==> src/rtl/pe_bus_arbiter.sv <==
// Shared tri-state bus arbiter: fixed-priority host, round-robin PEs, dead turnaround between owners.
// Optional hold watchdog built only when PE_BUS_ARB_TIMEOUT_EN is defined.
module pe_bus_arbiter #(
  parameter int NUM_REQ   = 8,
  parameter int IDW       = 3,
  parameter int MAX_HOLD  = 32,
  parameter int TA_CYCLES = 1
) (
  input  logic               clk_i,
  input  logic               rst_ni,
  input  logic [NUM_REQ-1:0] req_i,
  input  logic [NUM_REQ-1:0] last_i,
  input  logic               host_req_i,
  output logic [NUM_REQ-1:0] gnt_o,
  output logic               host_gnt_o,
  output logic [IDW-1:0]     gnt_id_o,
  output logic               bus_oe_o,
  output logic               busy_o,
  output logic               timeout_o
);
  localparam int TAW = (TA_CYCLES > 1) ? $clog2(TA_CYCLES) : 1;

  typedef enum logic [1:0] {S_IDLE, S_HOST, S_OWN, S_TURN} state_e;

  state_e             state_q, state_d;
  logic [IDW-1:0]     ptr_q, ptr_d;
  logic [IDW-1:0]     id_q, id_d;
  logic [TAW-1:0]     ta_q, ta_d;
  logic [NUM_REQ-1:0] gnt_q, gnt_d;
  logic               host_gnt_q, host_gnt_d;
  logic [IDW-1:0]     ptr_inc, cand, arb_idx;
  logic               arb_hit, arbitrate, hold_expired;

  assign ptr_inc = (id_q == IDW'(NUM_REQ - 1)) ? '0 : id_q + 1'b1;

  // First requester at or above ptr, wrapping around.
  always_comb begin
    arb_hit = 1'b0;
    arb_idx = '0;
    cand    = '0;
    for (int i = 0; i < NUM_REQ; i++) begin
      cand = IDW'((int'(ptr_q) + i) % NUM_REQ);
      if (!arb_hit && req_i[cand]) begin
        arb_hit = 1'b1;
        arb_idx = cand;
      end
    end
  end

`ifdef PE_BUS_ARB_TIMEOUT_EN
  localparam int HW = (MAX_HOLD > 2) ? $clog2(MAX_HOLD) : 1;
  logic [HW-1:0] hold_q, hold_d;
  logic          timeout_q;

  assign hold_expired = (state_q == S_OWN) && req_i[id_q] && !last_i[id_q] &&
                        (hold_q == HW'(MAX_HOLD - 1));
  assign hold_d       = (state_q == S_OWN && state_d == S_OWN) ? hold_q + 1'b1 : '0;

  always_ff @(posedge clk_i or negedge rst_ni) begin
    if (!rst_ni) begin
      hold_q    <= '0;
      timeout_q <= 1'b0;
    end else begin
      hold_q    <= hold_d;
      timeout_q <= hold_expired;
    end
  end
  assign timeout_o = timeout_q;
`else
  assign hold_expired = 1'b0;
  // Without the watchdog MAX_HOLD has no effect; this expression is constant 0.
  assign timeout_o    = (MAX_HOLD < 0);
`endif

  always_ff @(posedge clk_i or negedge rst_ni) begin
    if (!rst_ni) begin
      state_q    <= S_IDLE;
      ptr_q      <= '0;
      id_q       <= '0;
      ta_q       <= '0;
      gnt_q      <= '0;
      host_gnt_q <= 1'b0;
    end else begin
      state_q    <= state_d;
      ptr_q      <= ptr_d;
      id_q       <= id_d;
      ta_q       <= ta_d;
      gnt_q      <= gnt_d;
      host_gnt_q <= host_gnt_d;
    end
  end

  always_comb begin
    state_d   = state_q;
    ptr_d     = ptr_q;
    id_d      = id_q;
    ta_d      = ta_q;
    arbitrate = 1'b0;
    case (state_q)
      S_IDLE: arbitrate = 1'b1;
      S_HOST: begin
        if (!host_req_i) begin
          state_d = S_TURN;
          ta_d    = '0;
        end
      end
      S_OWN: begin
        if (!req_i[id_q] || last_i[id_q] || hold_expired) begin
          state_d = S_TURN;
          ta_d    = '0;
          ptr_d   = ptr_inc;
        end
      end
      S_TURN: begin
        if (ta_q == TAW'(TA_CYCLES - 1)) arbitrate = 1'b1;
        else                             ta_d      = ta_q + 1'b1;
      end
      default: state_d = S_IDLE;
    endcase
    if (arbitrate) begin
      if (host_req_i) begin
        state_d = S_HOST;
      end else if (arb_hit) begin
        state_d = S_OWN;
        id_d    = arb_idx;
      end else begin
        state_d = S_IDLE;
      end
    end
  end

  // Grants are decoded from the next state so they appear registered.
  always_comb begin
    gnt_d      = '0;
    host_gnt_d = (state_d == S_HOST);
    if (state_d == S_OWN) gnt_d[id_d] = 1'b1;
  end

  assign gnt_o      = gnt_q;
  assign host_gnt_o = host_gnt_q;
  assign gnt_id_o   = id_q;
  assign bus_oe_o   = |gnt_q;
  assign busy_o     = (state_q != S_IDLE);

endmodule

==> config.mk <==
export PLATFORM = sky130hd
export DESIGN_NAME = pe_bus_arbiter
export DESIGN_NICKNAME = d
export VERILOG_FILES = /design/src/rtl/pe_bus_arbiter.sv
export SDC_FILE = /design/constraint.sdc
export NUM_CORES = 1
export LEC_CHECK = 0
export ABC_AREA = 0
export CAP_MARGIN = 20
export CORE_MARGIN = 5
export CORE_UTILIZATION = 56
export DETAILED_ROUTE_END_ITERATION = 8
export PLACE_DENSITY = 0.86
export SYNTH_ARGS = -nofsm -noshare
export SYNTH_HDL_FRONTEND = slang
export SYNTH_SLANG_ARGS = --single-unit
export TNS_END_PERCENT = 30
==> constraint.sdc <==
create_clock -name clk_i -period 5.9 [get_ports clk_i]
set_input_delay 1.77 -clock clk_i [delete_from_list [all_inputs] [get_ports clk_i]]
set_output_delay 1.77 -clock clk_i [all_outputs]
set_load 0.05 [all_outputs]
Word-level counts from Yosys, hierarchy flattened
Cells that the tools add are included.
Storage, ports and cells
  flip-flop bits (word level): 18
  input bits: 19
  output and inout port bits: 15
Cells by class
  eq/ne operators: 8
  muxes and demuxes: 55
  reductions and logical operators: 23
  order comparisons: 11
  $add $sub $neg: 9
Operators by type and width (count)
  less-than comparator 3 x 4 -> 1 bit (second input constant): 10
  2-to-1 mux 3 bit: 12
  binary-select mux 1 bit (select 3 bit): 10
  2-to-1 mux 1 bit: 23
  adder 3 bit (second input constant): 4
  2-to-1 mux 2 bit: 5
  logical AND 1 bit: 8
  zero test 1 bit: 8
  2-to-1 mux 8 bit: 1
  OR reduction 8 bit: 1
  adder 3 x 1 -> 3 bit (second input constant): 2
  adder 3 x 2 -> 3 bit (second input constant): 2
  equality test 2 bit (second input constant): 3
  equality test 2 x 1 -> 1 bit (second input constant): 2
  inequality test 2 bit (second input constant): 2
  case mux 2 bit (2 select lines): 1
  demux 1 bit (select 3 bit): 1
  equality test 3 bit (second input constant): 1
  >= comparator 3 x 1 -> 1 bit (second input constant): 1
  case mux 1 bit (3 select lines): 1
  AND reduction 3 bit: 1
  nonzero test 3 bit: 1
  zero test 2 bit: 1
  case mux 1 bit (2 select lines): 1
  4 further kinds: 4

Logic depth before layout (Yosys ltp)
Gate-level depths: netlist of the first run.
  depth after elaboration: 32
  depth in mapped cells: 13

Least setup slack after synthesis of the first run
No wires, ideal clock.
  path type: input to register
  start point: input req_i[6]
  end point: register gnt_q[1], in the netlist gnt_o[1]
  path slack: 2.113 ns
  cell stages on the path: 8
  data arrival time: 3.718 ns
  setup time: 0.069 ns
  data required time: 5.831 ns
  path buffers: 0
  cell sequence: mux4_2 -> mux2_4 -> nor3b_2 -> nand3_2 -> a21o_1 -> a32oi_2 -> inv_2 -> and4bb_1
On the way
  cells in the longest elaborated chain, start to end: 32
RTL lines
  start: declaration: RTL line 11  | input logic [NUM_REQ-1:0] req_i,
  binary-select mux 1 bit (select 3 bit): RTL line 43  | if (!arb_hit && req_i[cand]) begin
  2-to-1 mux 1 bit (implied by the code): RTL line 43
  2-to-1 mux 1 bit: RTL line 43
  zero test 1 bit: RTL line 43
  logical AND 1 bit: RTL line 43
  2-to-1 mux 1 bit: RTL line 43
  zero test 1 bit: RTL line 43
  logical AND 1 bit: RTL line 43
  [18 not listed]
  2-to-1 mux 3 bit (*): RTL line 120  | if (arbitrate) begin
  net id_d[1]: RTL line 27  | logic [IDW-1:0] id_q, id_d;
  less-than comparator 3 x 4 -> 1 bit (implied by the code) or >= comparator 3 x 1 -> 1 bit (tied branches): RTL line 136  | if (state_d == S_OWN) gnt_d[id_d] = 1'b1;
  logical AND 1 bit (implied by the code): RTL line 136
  2-to-1 mux 1 bit (implied by the code): RTL line 136
  demux 1 bit (select 3 bit) (*): RTL line 136
  2-to-1 mux 8 bit (*): RTL line 136
  net gnt_d[1]: RTL line 29  | logic [NUM_REQ-1:0] gnt_q, gnt_d;
  end signal: assignment: RTL line 88  | gnt_q <= gnt_d;
  end: declaration: RTL line 29
Mark *: on every way through the listed nets, which the timed path passes. The rest lies on a longest branch. The select of a mux whose other input is x is not followed.
A chain may end at the register's enable or synchronous reset.

Final worst setup path of the first run
  start point: input req_i[6]
  end point: register gnt_q[5], in the netlist gnt_o[5]
The elaborated chain is that of the path after synthesis.

==> impl_metrics.json, run 1 <==
{
  "drive_above_1_share_pct": 14.3,
  "syn_area_um2": 1680,
  "ys_warn_count": 0,
  "synth-seq-area-share_pct": 25.3,
  "period_needed_ns": 4.36,
  "worstHoldPathType": "reg2reg",
  "drtPass1Iterations": 5,
  "max_stage_delay_ns": 0.59,
  "hp-start": "gnt_id_o[2]",
  "path_cells": "clkdlybuf4s50_1 > mux4_2 > a21oi_1 > a32o_1 > nand3_2 > a21o_1 > a32oi_2 > inv_2 > nor4_1",
  "antenna_found_initial": 0,
  "holdBufCountCts": 0,
  "synth_edf_count": 0,
  "cts-resized-gates": 0,
  "grt-ovfl-total": 0,
  "critical_path_required_ns": 6.11,
  "viasPerCell": 6.67,
  "area_growth_pct": 19.7,
  "grtUsageTotal_pct": 23.3,
  "layout_common_cells": "clkdlybuf4s50_1 (32), inv_1 (19), nand2_1 (17), dfrtp_1 (17), mux4_2 (11)",
  "place.port_buffers": 32,
  "hpwl_mm": 3.65,
  "ios": 34,
  "die_area_um2": 4200,
  "cts-root-buf": "clkbuf_4",
  "slowest_stage": "mux4_2",
  "cts.clk_slew.worst_paths_ns": 0.10,
  "criticalPathCategory": "in2reg",
  "worstSkewPairLatency_ns": 0.30,
  "grt_max_degree": 19,
  "status": "finished clean",
  "die_y_um": 64.8,
  "relSlewSlack_pct": 49.3,
  "crit_fanout": 7,
  "first_global_vias": 1545,
  "clock_skew_ns": 0.00951,
  "htreeDepth": 1,
  "crit_start": "req_i[6]",
  "core-area_um2": 2830,
  "ys_ff_latch": 17,
  "placementRows": 19,
  "post-route-drc-count": 0,
  "initial_core_util_pct": 59.4,
  "vias": 1561,
  "tritoncts": "yes",
  "use_met3_pct": 2.42,
  "maxCapViolations": 0,
  "ant_nets": 0,
  "timing.critical_path.from_type": "input pin",
  "hold_viol_final": 0,
  "tns_ns": 0,
  "synth_cells": 176,
  "grt_pass1_wl_mm": 7.58,
  "setup_viol": 0,
  "syn_nets": 202,
  "use_met1_pct": 28.6,
  "gp_congestion": 0.927,
  "layout.nets": 230,
  "final_common_cell": "clkdlybuf4s50_1",
  "avgSynthCellArea_um2": 9.55,
  "n_antenna_cell": 0,
  "crit_path_end_kind": "flip-flop",
  "arrival_ns": 4.56,
  "drtIter0Drc": 159,
  "cts_buffers": 3,
  "grt_use_met2_pct": 41.6,
  "grt_setup_unrepaired": "false",
  "async_reset_ff_share_pct": 100,
  "cts_setup_buffers": 0,
  "drt-wirelength-per-cell_um": 19.2,
  "worst_pin_slew_ns": 0.760,
  "die_w_um": 64.8,
  "fin_crit_sh_pct": 73.8,
  "r2r_start": "ptr_q[0]",
  "drv_slew": 0,
  "hold_ws_ns": 0.750,
  "clock_sinks": 17,
  "max_freq_ghz": 0.230,
  "synthFlopType": "dfrtp_1",
  "wirelength_mm": 4.50,
  "ys_types": 55,
  "clockBufferDepth": 2,
  "top_usage_layer": "met2"
}
-- cells by family (layout without fill, tap and decap cells) --
group	count (synthesis)	after routing	share of synthesized area (%)
buffers and inverters	29	56	7.74
XOR/XNOR	2	2	1.04
multiplexers	25	25	23.8
flip-flops	17	17	25.3
other	1	1	0.223
adder cells (fa/ha/maj)	7	7	5.21
AO/OA/AOI/OAI	47	47	21.2
AND/OR/NAND/NOR	48	48	15.5
-- worst max-delay path, delay by kind of cell --
kind | cells | cell delay, ns
compound gates | 4 | 1.16
mux | 1 | 0.59
buf+inv | 2 | 0.66
simple gates | 2 | 0.39
-- routing by layer --
layer	part of all wire [%]	wire, µm
met5	0	0
met2	53	2400
met1	39	1770
met3	5.7	258
met4	1.6	71
-- worst paths after layout --
kind / to / slack, ns / cells past startpoint
worst min-delay path: ptr_q[0] / 0.75 / 2
worst min register to register: ptr_q[0] / 0.75 / 2
worst max-delay path: gnt_o[5] / 1.54 / 9
worst max register to register: gnt_o[5] / 2.01 / 10
min in group asynchronous: gnt_o[7] / 1.88 / 1
max in group asynchronous: ptr_q[1] / 3.55 / 1
-- flip-flops by register name, indices dropped and copies added, names as in the netlist --
signal / cells
gnt_o: 8
state_q: 2
gnt_id_o: 3
ptr_q: 3
host_gnt_o: 1
-- Yosys cell counts (3+ instances only) --
cell type | count | area (µm²)
a21o_1 | 3 | 22.5
a21oi_1 | 7 | 35.0
a31oi_1 | 3 | 18.8
and2_1 | 3 | 18.8
clkbuf_1 | 4 | 15.0
dfrtp_1 | 17 | 425
ha_1 | 7 | 87.6
inv_1 | 19 | 71.3
mux2_2 | 6 | 67.6
mux2i_1 | 7 | 70.1
mux4_2 | 11 | 248
nand2_1 | 17 | 63.8
nor2_1 | 5 | 18.8
nor3b_1 | 3 | 22.5
nor4_1 | 4 | 25.0
o21ai_0 | 6 | 30.0
o32a_1 | 4 | 40.0
-- per-stage QoR --
step | instances | utilization (%) | cell area (µm²) | setup slack [ns]
final | 234 | 71.2 | 2010 | 1.54
after global routing | 234 | 71.2 | 2010 | 1.40
after CTS | 234 | 71.2 | 2010 | 1.63
after detailed placement | 230 | 70.2 | 1990 | 1.31
after global placement | 230 | 70.2 | 1990 | 1.35
after floorplan | 176 | - | 1680 | 2.11
-- area by class of cell --
cell class,instances,area [µm²]
clock buffers,3,22.5
clock inverters,1,5.00
fillers,211,816
inverters,20,75.1
multi-input cells,130,1130
flip-flops and latches,17,425
well taps,31,38.8
repair buffers,32,320
Power of run 1 is not shown: default switching activity piles up to over one toggle a cycle in this logic, so the estimate is an artifact.
==> inputs of run 2 (changes only) <==
--- a/config.mk
+++ b/config.mk
@@ -8,9 +8,9 @@
 export ABC_AREA = 0
 export CAP_MARGIN = 20
 export CORE_MARGIN = 5
-export CORE_UTILIZATION = 56
+export CORE_UTILIZATION = 47
 export DETAILED_ROUTE_END_ITERATION = 8
-export PLACE_DENSITY = 0.86
+export PLACE_DENSITY = 0.77
 export SYNTH_ARGS = -nofsm -noshare
 export SYNTH_HDL_FRONTEND = slang
 export SYNTH_SLANG_ARGS = --single-unit
==> constraint.sdc (replaced) <==
create_clock -name clk_i -period 3.7 [get_ports clk_i]
set_input_delay 1.11 -clock clk_i [delete_from_list [all_inputs] [get_ports clk_i]]
set_output_delay 1.11 -clock clk_i [all_outputs]
set_load 0.05 [all_outputs]
==> run 2 against run 1 <==
  * Register-to-register slack lost 1.5 ns
  * Final cell count is 19% higher
  * Final area grew 13%
  * Critical path type unchanged
==> impl_metrics.json, run 2 (same netlist as run 1, synthesis figures left out) <==
{
  "status": "finished clean",
  "period_needed_ns": 3.63,
  "ant_nets": 0,
  "die_w_um": 69.8,
  "gp_congestion": 0.877,
  "hp-start": "gnt_id_o[1]",
  "layout.nets": 259,
  "wirelength_mm": 4.95,
  "maxCapViolations": 0,
  "crit_path_end_kind": "flip-flop",
  "cts-root-buf": "clkbuf_4",
  "clockBufferDepth": 2,
  "worst_pin_slew_ns": 0.716,
  "initial_core_util_pct": 49.6,
  "drive_above_1_share_pct": 25.9,
  "core-area_um2": 3390,
  "largest_reg_flops": 8,
  "r2r_start": "ptr_q[1]",
  "timing.critical_path.from_type": "input pin",
  "cts.clk_slew.worst_paths_ns": 0.09,
  "drtIter0Drc": 211,
  "holdBufCountCts": 0,
  "vias": 1691,
  "grtUsageTotal_pct": 20.0,
  "criticalPathCategory": "in2reg",
  "hpwl_mm": 4.02,
  "fin_crit_sh_pct": 98.0,
  "first_global_vias": 1734,
  "tritoncts": "yes",
  "cts_buffers": 3,
  "final_common_cell": "buf_4",
  "reg2reg_depth": 11,
  "n_antenna_cell": 0,
  "hold_viol_final": 0,
  "critical_path_required_ns": 3.93,
  "hold_path_end": "gnt_id_o[1]",
  "place.port_buffers": 32,
  "drt-wirelength-per-cell_um": 17.8,
  "arrival_ns": 3.85,
  "worstHoldPathType": "reg2reg",
  "die_y_um": 69.8,
  "reg2reg_slack_ns": 0.47,
  "worstSkewPairLatency_ns": 0.28,
  "grt_max_degree": 18,
  "post-route-drc-count": 0,
  "worst_slack_ns": 0.0744,
  "drtPass1Iterations": 4,
  "ios": 34,
  "max_freq_ghz": 0.276,
  "layout_common_cells": "buf_4 (29), clkdlybuf4s50_1 (27), inv_1 (19)",
  "grt_pass1_wl_mm": 8.14,
  "clock_sinks": 17,
  "relSlewSlack_pct": 52.1,
  "antenna_found_initial": 0,
  "placementRows": 21,
  "drv_slew": 0,
  "setup_viol": 0,
  "grt-ovfl-total": 0,
  "viasPerCell": 6.08,
  "area_growth_pct": 35.1,
  "crit_fanout": 6,
  "clock_skew_ns": 0.00554,
  "min_delay_path_depth": 2,
  "dp_slack_ns": -0.211,
  "rr_endpoint": "gnt_o[5]",
  "die_area_um2": 4870,
  "htreeDepth": 1
}
[run 2: worst max-delay path, cell delays in order]
cell and delay [ns]:
clkdlybuf4s50_1 0.52, mux4_2 0.56, mux2i_1 0.29, and2_1 0.30, buf_4 0.16, nand4_1 0.09, a31oi_1 0.34, a21oi_1 0.18
and4bb_1 0.30
[run 2: metrics by stage]
step,setup TNS [ns],util [%],area (µm²),hold slack (ns),instances
4_1_cts,0,65.9,2230,0.719,276
5_1_grt,-0.00661,67.0,2270,0.770,278
3_5_place_dp,-1.25,65.1,2210,0.697,272
2_1_floorplan,0,-,1680,0.738,176
3_3_place_gp,-0.149,65.1,2210,0.677,272
6_report,0,67.0,2270,0.724,278
[run 2: final cells by class]
| type | instances | area, µm² |
|---|---|---|
| Clock buffer | 4 | 26.3 |
| Fill cell | 259 | 1120 |
| Inverter | 20 | 75.1 |
| Multi-Input combinational cell | 130 | 1140 |
| Sequential cell | 17 | 425 |
| Tap cell | 46 | 57.6 |
| Timing Repair Buffer | 61 | 551 |
[run 2: worst max-delay path by stage]
stage / endpoint / cells after the start / startpoint / slack (ns)
detailed placement: gnt_o[7] / 9 / req_i[2] / -0.21
floorplan: gnt_o[1] / 12 / ptr_q[1] / 0.27
global route: gnt_o[7] / 9 / req_i[0] / -0.007
finish: gnt_o[1] / 9 / req_i[0] / 0.07
CTS: gnt_o[7] / 9 / req_i[0] / 0.07
global placement: gnt_o[7] / 9 / req_i[0] / -0.11
[run 2: timing repair]
item | in CTS | in global routing
gates resized for setup | 0 | 8
endpoints found under the setup margin | 0 | 7
buffers inserted | 0 | 2
[run 2: metal layers]
metal | global-route usage (%) | wire [µm]
met5 | 0 | 0
met4 | 7.66 | 72
met3 | 1.59 | 249
met2 | 35.9 | 2580
met1 | 24.7 | 2050
Power of run 2 is left out for the same reason.
==> inputs of run 3 (changes only) <==
--- a/config.mk
+++ b/config.mk
@@ -5,11 +5,11 @@
 export SDC_FILE = /design/constraint.sdc
 export NUM_CORES = 1
 export LEC_CHECK = 0
-export ABC_AREA = 0
 export CAP_MARGIN = 20
 export CORE_MARGIN = 5
 export CORE_UTILIZATION = 47
 export DETAILED_ROUTE_END_ITERATION = 8
+export HOLD_SLACK_MARGIN = 0.1
 export PLACE_DENSITY = 0.77
 export SYNTH_ARGS = -nofsm -noshare
 export SYNTH_HDL_FRONTEND = slang
==> constraint.sdc (replaced) <==
create_clock -name clk_i -period 3.2 [get_ports clk_i]
set_input_delay 0.96 -clock clk_i [delete_from_list [all_inputs] [get_ports clk_i]]
set_output_delay 0.96 -clock clk_i [all_outputs]
set_load 0.05 [all_outputs]
==> run 3 against run 2 <==
  * Worst hold slack gained 0.0080 ns
  * Worst setup slack got worse by 0.014 ns
  * Sequential share of layout area decreased by 0.52 points
  * Count of clock-buffer cells in the layout is the same
  * Clock skew grew 0.0025 ns
  * Die area stayed put
  * Global-route usage up 0.42 points
  * Critical endpoint unchanged
  * Largest cell class unchanged
==> impl_metrics.json, run 3 (same netlist as run 1, synthesis figures left out) <==
{
  "hpwl_mm": 3.92,
  "area_growth_pct": 39.0,
  "drt-wirelength-per-cell_um": 17.3,
  "critical_path_required_ns": 3.41,
  "timing.critical_path.from_type": "input pin",
  "drive_above_1_share_pct": 35.3,
  "worst_pin_slew_ns": 0.724,
  "min_delay_path_depth": 2,
  "fin_crit_sh_pct": 98.1,
  "die_w_um": 69.8,
  "die_y_um": 69.8,
  "grt_max_degree": 18,
  "die_area_um2": 4870,
  "crit_fanout": 6,
  "cts_buffers": 3,
  "placementRows": 21,
  "wirelength_mm": 4.92,
  "crit_path_end_kind": "flip-flop",
  "n_antenna_cell": 0,
  "first_global_vias": 1750,
  "core-area_um2": 3390,
  "relSlewSlack_pct": 51.6,
  "ant_nets": 0,
  "clock_sinks": 17,
  "post-route-drc-count": 0,
  "arrival_ns": 3.35,
  "cts-root-buf": "clkbuf_4",
  "period_needed_ns": 3.14,
  "criticalPathCategory": "in2reg",
  "drtIter0Drc": 124,
  "maxCapViolations": 0,
  "grt-ovfl-total": 0,
  "drtPass1Iterations": 4,
  "vias": 1734,
  "initial_core_util_pct": 49.6,
  "worstSkewPairLatency_ns": 0.28,
  "antenna_found_initial": 0,
  "htreeDepth": 1,
  "reg2reg_depth": 11,
  "layout.nets": 265,
  "ios": 34,
  "cts.clk_slew.worst_paths_ns": 0.08,
  "final_common_cell": "buf_4",
  "gp_congestion": 0.888,
  "place.port_buffers": 32,
  "holdBufCountCts": 0,
  "grtUsageTotal_pct": 20.5,
  "drv_slew": 0,
  "layout.cells.non_filler": 284,
  "status": "finished clean",
  "hold_viol_final": 0,
  "final_util_pct": 69.0,
  "largest_reg_flops": 8,
  "tritoncts": "yes",
  "viasPerCell": 6.11,
  "setup_viol": 0,
  "grt_pass1_wl_mm": 8.26,
  "dp.cells": 277,
  "max_freq_ghz": 0.318,
  "clock_skew_ns": 0.00803,
  "layout_common_cells": "buf_4 (35), clkdlybuf4s50_1 (24), inv_1 (19)",
  "clockBufferDepth": 2,
  "worstHoldPathType": "reg2reg"
}
run 3: cell count changes in the layout (fill, tap and decap cells not counted), moves of 3 or more:
cell             delta
clkbuf_2            +7
buf_4               +6
dlymetal6s2s_1      -5
a21oi_1             -3
a21oi_2             +3
clkdlybuf4s50_1     -3
run 3: routing by layer:
metal	vias to the layer above	track usage, %	wire length [µm]
met1	851	26.1	2020
li1	802	-	-
met4	0	8.09	128
met5	-	0	0
met3	12	1.59	265
met2	69	35.6	2510
run 3: worst paths after layout:
kind	slack (ns)	endpoint	startpoint
max	0.06	gnt_o[1]	req_i[0]
min	0.73	ptr_q[0]	gnt_id_o[2]
max in group asynchronous	1.64	ptr_q[1]	rst_ni
max reg2reg	0.18	gnt_o[1]	ptr_q[0]
min reg2reg	0.73	ptr_q[0]	gnt_id_o[2]
min in group asynchronous	1.10	gnt_o[7]	rst_ni
run 3: timing repair:
action | CTS | global route
buffers inserted | 1 | 2
pin swaps | 1 | 4
hold endpoints to repair | 0 | 0
gates resized for setup | 15 | 25
endpoints found under the setup margin | 11 | 7
run 3: critical path, cell delays in order:
cell             delay [ns]
clkdlybuf4s15_1        0.26
mux4_2                 0.56
mux2i_2                0.30
o21ai_0                0.18
a211oi_2               0.23
o22ai_1                0.14
a32oi_2                0.32
inv_2                  0.12
and4bb_1               0.28
run 3: metrics by stage:
step | worst slack [ns] | TNS [ns] | hold slack (ns) | cell area, µm²
5_1_grt | -0.00551 | -0.00551 | 0.768 | 2340
4_1_cts | 0.0175 | 0 | 0.737 | 2310
3_5_place_dp | -0.528 | -5.42 | 0.715 | 2260
2_1_floorplan | 0.0479 | 0 | 0.664 | 1700
6_report | 0.0602 | 0 | 0.732 | 2340
3_3_place_gp | -0.481 | -4.47 | 0.679 | 2260
run 3: final cells by class:
cell class,instances,area (µm²)
sequential,17,425
inverter,20,75.1
fill,262,1050
clock buffer,4,26.3
multi-input combinational,130,1200
timing repair buffer,67,548
tap,46,57.6
Power of run 3 is left out for the same reason.
